[src/rtl/client_req_fifo.sv]
// client_req_fifo: small request FIFO between an upstream requester and an
// arbiter client port. Entries are {addr, read, wdata, tag}. The head entry is
// presented to the arbiter, and client_req is held until the arbiter grants
// it (client_bsy=0). in_bsy and client_req are decoded from the registered
// occupancy only. A push into an empty FIFO becomes visible one cycle later.
// Optional feature: define CLIENT_REQ_FIFO_STATS_EN to add the acc_cnt and
// stall_cnt statistics outputs.
module client_req_fifo #(
    parameter int W     = 16,
    parameter int AW    = 10,
    parameter int TW    = 4,
    parameter int DEPTH = 4,
    parameter int CW    = $clog2(DEPTH) + 1
) (
    input  logic          clk,
    input  logic          rst_n,
    input  logic          in_vld,
    input  logic [AW-1:0] in_addr,
    input  logic          in_read,
    input  logic [W-1:0]  in_wdata,
    input  logic [TW-1:0] in_tag,
    output logic          in_bsy,
    output logic          client_req,
    output logic [AW-1:0] client_addr,
    output logic          client_read,
    output logic [W-1:0]  client_wdata,
    output logic [TW-1:0] client_tag,
    input  logic          client_bsy,
    output logic [CW-1:0] level
`ifdef CLIENT_REQ_FIFO_STATS_EN
    ,
    output logic [15:0]   acc_cnt,
    output logic [15:0]   stall_cnt
`endif
);

    localparam int PW = $clog2(DEPTH);
    localparam int EW = AW + 1 + W + TW;

    // Entry layout, MSB first: addr, read flag, write data, tag.
    function automatic logic [EW-1:0] pack_entry(
        input logic [AW-1:0] addr,
        input logic          rd,
        input logic [W-1:0]  wdata,
        input logic [TW-1:0] tag
    );
        return {addr, rd, wdata, tag};
    endfunction

    logic [EW-1:0] mem_r [DEPTH];
    logic [PW-1:0] wr_ptr_r;
    logic [PW-1:0] rd_ptr_r;
    logic [CW-1:0] level_r;

    logic          full_s;
    logic          nonempty_s;
    logic          push_s;
    logic          pop_s;
    logic [EW-1:0] head_s;

    // Flow-control decode from registered occupancy and handshake qualification.
    always_comb begin
        full_s     = (level_r == CW'(DEPTH));
        nonempty_s = (level_r != {CW{1'b0}});
        push_s     = in_vld & ~full_s;
        pop_s      = nonempty_s & ~client_bsy;
        head_s     = mem_r[rd_ptr_r];
    end

    // Entry storage: cleared on reset, written at the write pointer on push.
    always_ff @(posedge clk) begin
        if (!rst_n) begin
            for (int i = 0; i < DEPTH; i++) begin
                mem_r[i] <= {EW{1'b0}};
            end
        end else if (push_s) begin
            mem_r[wr_ptr_r] <= pack_entry(in_addr, in_read, in_wdata, in_tag);
        end
    end

    // Pointers wrap naturally modulo DEPTH; level tracks push/pop balance.
    always_ff @(posedge clk) begin
        if (!rst_n) begin
            wr_ptr_r <= {PW{1'b0}};
            rd_ptr_r <= {PW{1'b0}};
            level_r  <= {CW{1'b0}};
        end else begin
            if (push_s) begin
                wr_ptr_r <= wr_ptr_r + PW'(1);
            end
            if (pop_s) begin
                rd_ptr_r <= rd_ptr_r + PW'(1);
            end
            case ({push_s, pop_s})
                2'b10:   level_r <= level_r + CW'(1);
                2'b01:   level_r <= level_r - CW'(1);
                default: level_r <= level_r;
            endcase
        end
    end

    // Output decode: head entry fields and status, all from registered state.
    always_comb begin
        in_bsy       = full_s;
        client_req   = nonempty_s;
        level        = level_r;
        client_tag   = head_s[TW-1:0];
        client_wdata = head_s[TW +: W];
        client_read  = head_s[TW + W];
        client_addr  = head_s[EW-1 -: AW];
    end

`ifdef CLIENT_REQ_FIFO_STATS_EN
    logic [15:0] acc_cnt_r;
    logic [15:0] stall_cnt_r;

    function automatic logic [15:0] sat_inc(input logic [15:0] v);
        return (v == 16'hFFFF) ? v : (v + 16'd1);
    endfunction

    // Saturating counters of accepted pushes and arbiter-stalled cycles.
    always_ff @(posedge clk) begin
        if (!rst_n) begin
            acc_cnt_r   <= 16'd0;
            stall_cnt_r <= 16'd0;
        end else begin
            if (push_s) begin
                acc_cnt_r <= sat_inc(acc_cnt_r);
            end
            if (nonempty_s && client_bsy) begin
                stall_cnt_r <= sat_inc(stall_cnt_r);
            end
        end
    end

    // Drive statistics outputs from their registers.
    always_comb begin
        acc_cnt   = acc_cnt_r;
        stall_cnt = stall_cnt_r;
    end
`else
    // Statistics counters are not built in this configuration.
`endif

endmodule

[config.mk]
export PLATFORM = sky130hd
export DESIGN_NAME = client_req_fifo
export DESIGN_NICKNAME = d
export VERILOG_FILES = /design/src/rtl/client_req_fifo.sv
export SDC_FILE = /design/constraint.sdc
export NUM_CORES = 1
export LEC_CHECK = 0
export BUFFER_PORTS_ARGS = -buffer_cell sky130_fd_sc_hd__buf_2
export CORE_MARGIN = 2
export CORE_UTILIZATION = 25
export DETAILED_ROUTE_END_ITERATION = 12
export PLACE_DENSITY = 0.39
export SYNTH_ARGS = -nofsm -noshare
export SYNTH_HDL_FRONTEND = slang
export SYNTH_SLANG_ARGS = --single-unit
[constraint.sdc]
create_clock -name clk -period 4.2 [get_ports clk]
set_input_delay 0.84 -clock clk [delete_from_list [all_inputs] [get_ports clk]]
set_output_delay 0.84 -clock clk [all_outputs]
set_load 0.01 [all_outputs]
### After elaboration in Yosys (flattened, before gate mapping)

Memories as Yosys holds them, arrays and structs flattened. A register that Yosys moved wholly into a read port is not among the register bits.
Index checks and enable logic that the tools add are counted.

| cells by class | value |
|---|---|
| $add $sub $neg | 4 |
| eq/ne operators | 3 |
| muxes and demuxes | 10 |
| bitwise gates (word level) | 4 |
| reduce and logical (&&, ||, !) cells | 3 |

Operator list:

| operator | count |
|---|---|
| 31-bit 2-to-1 mux | 1 |
| 31-bit OR reduction | 1 |
| 2-bit 2-to-1 mux | 3 |
| 3-bit one-hot mux with 2 select lines | 1 |
| 1-bit 2-to-1 mux | 5 |
| 2-bit by 1-bit adder with 2-bit output, second input constant | 2 |
| 3-bit by 1-bit adder with 3-bit output, second input constant | 1 |
| 3-bit equality test, second input constant | 1 |
| 3-bit nonzero test | 1 |
| 3-bit by 1-bit subtractor with 3-bit output, second input constant | 1 |
| 1-bit AND | 2 |
| 2-bit by 1-bit equality test with 1-bit output, second input constant | 1 |
| 2-bit equality test, second input constant | 1 |
| 1-bit NOT | 2 |
| 2-bit nonzero test | 1 |

| word-level totals | value |
|---|---|
| register bits | 7 |
| bits in writable memories | 124 |
| bits of input ports | 35 |
| output and inout port bits | 36 |
| memories | 1 |

Memories:

| name | words | width | rd ports | clocked after memory_dff | write ports | RTL line | text |
|---|---|---|---|---|---|---|---|
| mem_r | 4 | 31 | 1 | 1 | 4 | 50 | `logic [EW-1:0] mem_r [DEPTH];` |

### Longest topological paths before layout

| depth | value |
|---|---|
| depth after elaboration | 8 |
| mapped depth | 8 |
| gate-level depth less buffers | 8 |

### Worst setup path after synthesis

No wires, ideal clock.

| timing path | value |
|---|---|
| path type | input-to-reg |
| from | in in_vld |
| to | mem mem_r[1][0] in the netlist's numbering (enable) |
| library setup time | 462 ps |
| arrival time | 3164 ps |
| data required time | 3738 ps |
| path slack | 574 ps |
| stages on the path | 2 |
| path buffers | 0 |
| cells stage by stage | nand3_1 > o21ai_0 |

RTL lines:

| what | RTL line | text |
|---|---|---|
| start, declared | 17 | `input logic in_vld,` |
| end, declared | 50 |  |

==> flow_metrics.env <==
export IMPL_vias_per_cell=4.086
export IMPL_placementRows=56
export IMPL_drive_above_1_share_pct=32.43
export IMPL_cts_hold_repair_buffers=0
export IMPL_grt_pass1_vias=3327
export IMPL_fin_clk_skew_ps=10.10
export IMPL_netSwitchingFraction_pct=25.98
export IMPL_drt_pass1_iter_count=4
export IMPL_mappedNetlistArea_sq_mm=0.005869
export IMPL_setup_viol=0
export IMPL_grt_overflow=0
export IMPL_die_y_um=157.2
export IMPL_powerDensity_mw_per_mm2=538.4
export IMPL_power_share_combinational_pct=18.7
export IMPL_synth_top_area_share_pct=63.44
export IMPL_routed_wire_length_um=13710
export IMPL_max_slew_margin_rel_pct=32.90
export IMPL_required_ps=3360
export IMPL_timing_critical_path_arrival_ps=2350
export IMPL_worst_slew_pin_transition_ps=1006
export IMPL_clock_fmax_ghz=0.3131
export IMPL_placed_cells_incl_taps=730
export IMPL_end_kind="primary output"
export IMPL_core_area_sq_mm=0.02326
export IMPL_fin_cells=760
export IMPL_dpl_hpwl_um=8125
export IMPL_antenna_violations_before_repair=0
export IMPL_syn_nets=389
export IMPL_maxCapViolations=0
export IMPL_floorplan_die_width_um=157.2
export IMPL_sum_of_negative_setup_slack_ps=0
export IMPL_cts_resized=0
export IMPL_flow_area_growth_from_synthesis_pct=21.04
export IMPL_detailroute_via_count=3105
export IMPL_postLayoutCoreUtil_pct=30.54
export IMPL_share_clk_of_total_power_pct=35.9
export IMPL_critical_path_class="flip-flop to primary output"
export IMPL_detail_route_wl_per_cell_um=18.04
export IMPL_cts_max_path_buffers=2
export IMPL_maxSlewViolCount=0
export IMPL_p_sw_w=0.0009936
export IMPL_yosysTopAreaCell="sky130_fd_sc_hd__edfxtp_1"
export IMPL_clk_transition_reported_paths_ps=60
export IMPL_dr_drc_count=0
export IMPL_internal_portion_of_total_power_w=0.002831
export IMPL_synth_warnings=0
export IMPL_power_ir_vdd_worst_mv=0.2055
export IMPL_post_cts_repair_setup_buffers=0
export IMPL_synth_sequential_area_ratio_pct=66.51
export IMPL_holdWs_ps=467.6
export IMPL_route_antenna_remaining_nets=0
export IMPL_power_sequential_fraction_pct=45.4
export IMPL_postSynthAreaPerCell_sq_um=16.67
export IMPL_hold_path_class="flip-flop to flip-flop"
export IMPL_htree_num_levels=4
export IMPL_syn_inst=352
export IMPL_root_buffer="sky130_fd_sc_hd__clkbuf_16"
export IMPL_grt_use_total_pct=11.81
export IMPL_place_congestion=0.6681
export IMPL_worstSetupStartpointType="flip-flop"
export IMPL_pin_count_of_the_biggest_net_entering_global_routing=32
export IMPL_rsz_0062_raised_after_global_routing="false"
export IMPL_tritoncts_num_sinks=133
export IMPL_critical_path_max_fanout=21
export IMPL_tritoncts="yes"
export IMPL_clk_latency_ps=420
export IMPL_portBuffers=70
export IMPL_initial_utilization_pct=25.23
export IMPL_layout_nets=467
export IMPL_timing_final_crit_share_pct=76.04
export IMPL_ios=71
export IMPL_power_leakage_nw=2.637
export IMPL_grt_pass1_wl_um=20840
export IMPL_cts_buffers=17
export IMPL_result_of_the_run="finished clean"
export IMPL_floorplan_die_area_sq_mm=0.02472
export IMPL_fin_crit_ps=3194
export IMPL_finalHoldViolCount=0
export IMPL_synth_seq_cells=133
export IMPL_antenna_fix_cells=0
export IMPL_synthTopCellsByArea="sky130_fd_sc_hd__edfxtp_1 63%, sky130_fd_sc_hd__and2_1 14%, sky130_fd_sc_hd__mux4_2 12%"
export IMPL_synth_cell_types=29
export IMPL_drt_initial_drc_count=175
## cells by family (layout without fill, tap and decap cells)
family | after synthesis | after routing | share of synthesized area [%]
simple gates | 147 | 147 | 16.52
compound gates | 10 | 10 | 1.023
fa+ha+maj | 2 | 2 | 0.5542
buf+inv | 25 | 114 | 2.857
flops | 133 | 133 | 66.51
mux | 33 | 33 | 12.24
xor+xnor | 2 | 2 | 0.2985
## cell usage after synthesis
| library cell | n |
|---|---|
| sky130_fd_sc_hd__and2_1 | 127 |
| sky130_fd_sc_hd__edfxtp_1 | 124 |
| sky130_fd_sc_hd__mux4_2 | 31 |
| sky130_fd_sc_hd__buf_6 | 9 |
| sky130_fd_sc_hd__dfxtp_1 | 9 |
| sky130_fd_sc_hd__clkbuf_1 | 7 |
| sky130_fd_sc_hd__o21ai_0 | 6 |
| sky130_fd_sc_hd__inv_1 | 5 |
| sky130_fd_sc_hd__nand2_1 | 5 |
| sky130_fd_sc_hd__a21boi_0 | 3 |
| sky130_fd_sc_hd__buf_2 | 3 |
| sky130_fd_sc_hd__nand2b_1 | 3 |
| sky130_fd_sc_hd__mux2i_1 | 2 |
| sky130_fd_sc_hd__nor4b_4 | 2 |
| sky130_fd_sc_hd__or3_1 | 2 |
| sky130_fd_sc_hd__a21o_1 | 1 |
| sky130_fd_sc_hd__and3_4 | 1 |
| sky130_fd_sc_hd__fa_1 | 1 |
| sky130_fd_sc_hd__ha_1 | 1 |
| sky130_fd_sc_hd__inv_4 | 1 |
| sky130_fd_sc_hd__nand2b_2 | 1 |
| sky130_fd_sc_hd__nand3_1 | 1 |
| sky130_fd_sc_hd__nor2_1 | 1 |
| sky130_fd_sc_hd__nor3_1 | 1 |
| sky130_fd_sc_hd__nor3b_1 | 1 |
| sky130_fd_sc_hd__nor4bb_4 | 1 |
| sky130_fd_sc_hd__or3b_4 | 1 |
| sky130_fd_sc_hd__xnor2_1 | 1 |
| sky130_fd_sc_hd__xor2_1 | 1 |
## layout by cell type, fill, tap and decap left out, drive strengths merged
| master | instances |
|---|---|
| nand3 | 1 |
| nand2b | 4 |
| nor4b | 2 |
| edfxtp | 124 |
| nor2 | 1 |
| inv | 6 |
| and3 | 1 |
| xnor2 | 1 |
| a21boi | 3 |
| mux2i | 2 |
| ha | 1 |
| xor2 | 1 |
| nor4bb | 1 |
| mux4 | 31 |
| nor3b | 1 |
| nor3 | 1 |
| and2 | 127 |
| a21o | 1 |
| clkbuf | 22 |
| nand2 | 5 |
| clkinv | 6 |
| or3b | 1 |
| bufinv | 2 |
| or3 | 2 |
| o21ai | 6 |
| buf | 78 |
| dfxtp | 9 |
| fa | 1 |
## area by class of cell
type                            instances  area (sq um)
Clock buffer                           22         444.2
Clock inverter                          8         85.08
Fill cell                            2382         16160
Inverter                                6         25.02
Multi-Input combinational cell        194          1834
Sequential cell                       133          3906
Tap cell                              319         399.1
Timing Repair Buffer                   78         410.4
## power by group through the flow
| stage | clock network [W] | logic (W) | registers (W) |
|---|---|---|---|
| final | 0.00137 | 0.000716 | 0.00174 |
| after detailed placement | 0 | 0.000742 | 0.00177 |
| after global placement | 0 | 0.000736 | 0.00177 |
| after floorplan | 0 | 0.000521 | 0.00168 |
| after global routing | 0.00147 | 0.000792 | 0.00176 |
| after CTS | 0.00141 | 0.000743 | 0.00175 |
## state kept, by name, summed over array words and instances (netlist names), named ones only
signal / cells
rd_ptr_r: 2
mem_r: 124
wr_ptr_r: 2
level: 3
## layer usage
layer  GRT usage [%]  vias up  wire length [um]
met2           18.84       67              6752
met5               0        -                 0
met1           15.64     1584              6251
li1                -     1446                 -
met3           3.139        8               559
met4           3.896        0               150
## final timing paths
| path | startpoint | endpoint | slack (ps) | cells past startpoint |
|---|---|---|---|---|
| worst max register to register | level[2] | level[2] | 1830 | 8 |
| worst max-delay path | flip-flop | client_tag[2] | 1010 | 3 |
| worst min-delay path | rd_ptr_r[1] | flip-flop | 470 | 2 |
| worst min register to register | rd_ptr_r[1] | flip-flop | 470 | 2 |
## critical path, stage by stage (launching register included)
cell and delay, ps:
sky130_fd_sc_hd__dfxtp_2 940, sky130_fd_sc_hd__buf_4 320, sky130_fd_sc_hd__mux4_2 520, sky130_fd_sc_hd__buf_2 150
## metrics by stage
stage               area, sq um  power, W  setup slack [ps]
detailed placement         6575  0.002514              1352
CTS                        7104  0.003898             902.6
finish                     7104  0.003825              1006
floorplan                  5869  0.002204             573.9
global placement           6575  0.002505              1387
global route               7104  0.004022             793.1
No activity file was read; power rests on OpenSTA's default activity.
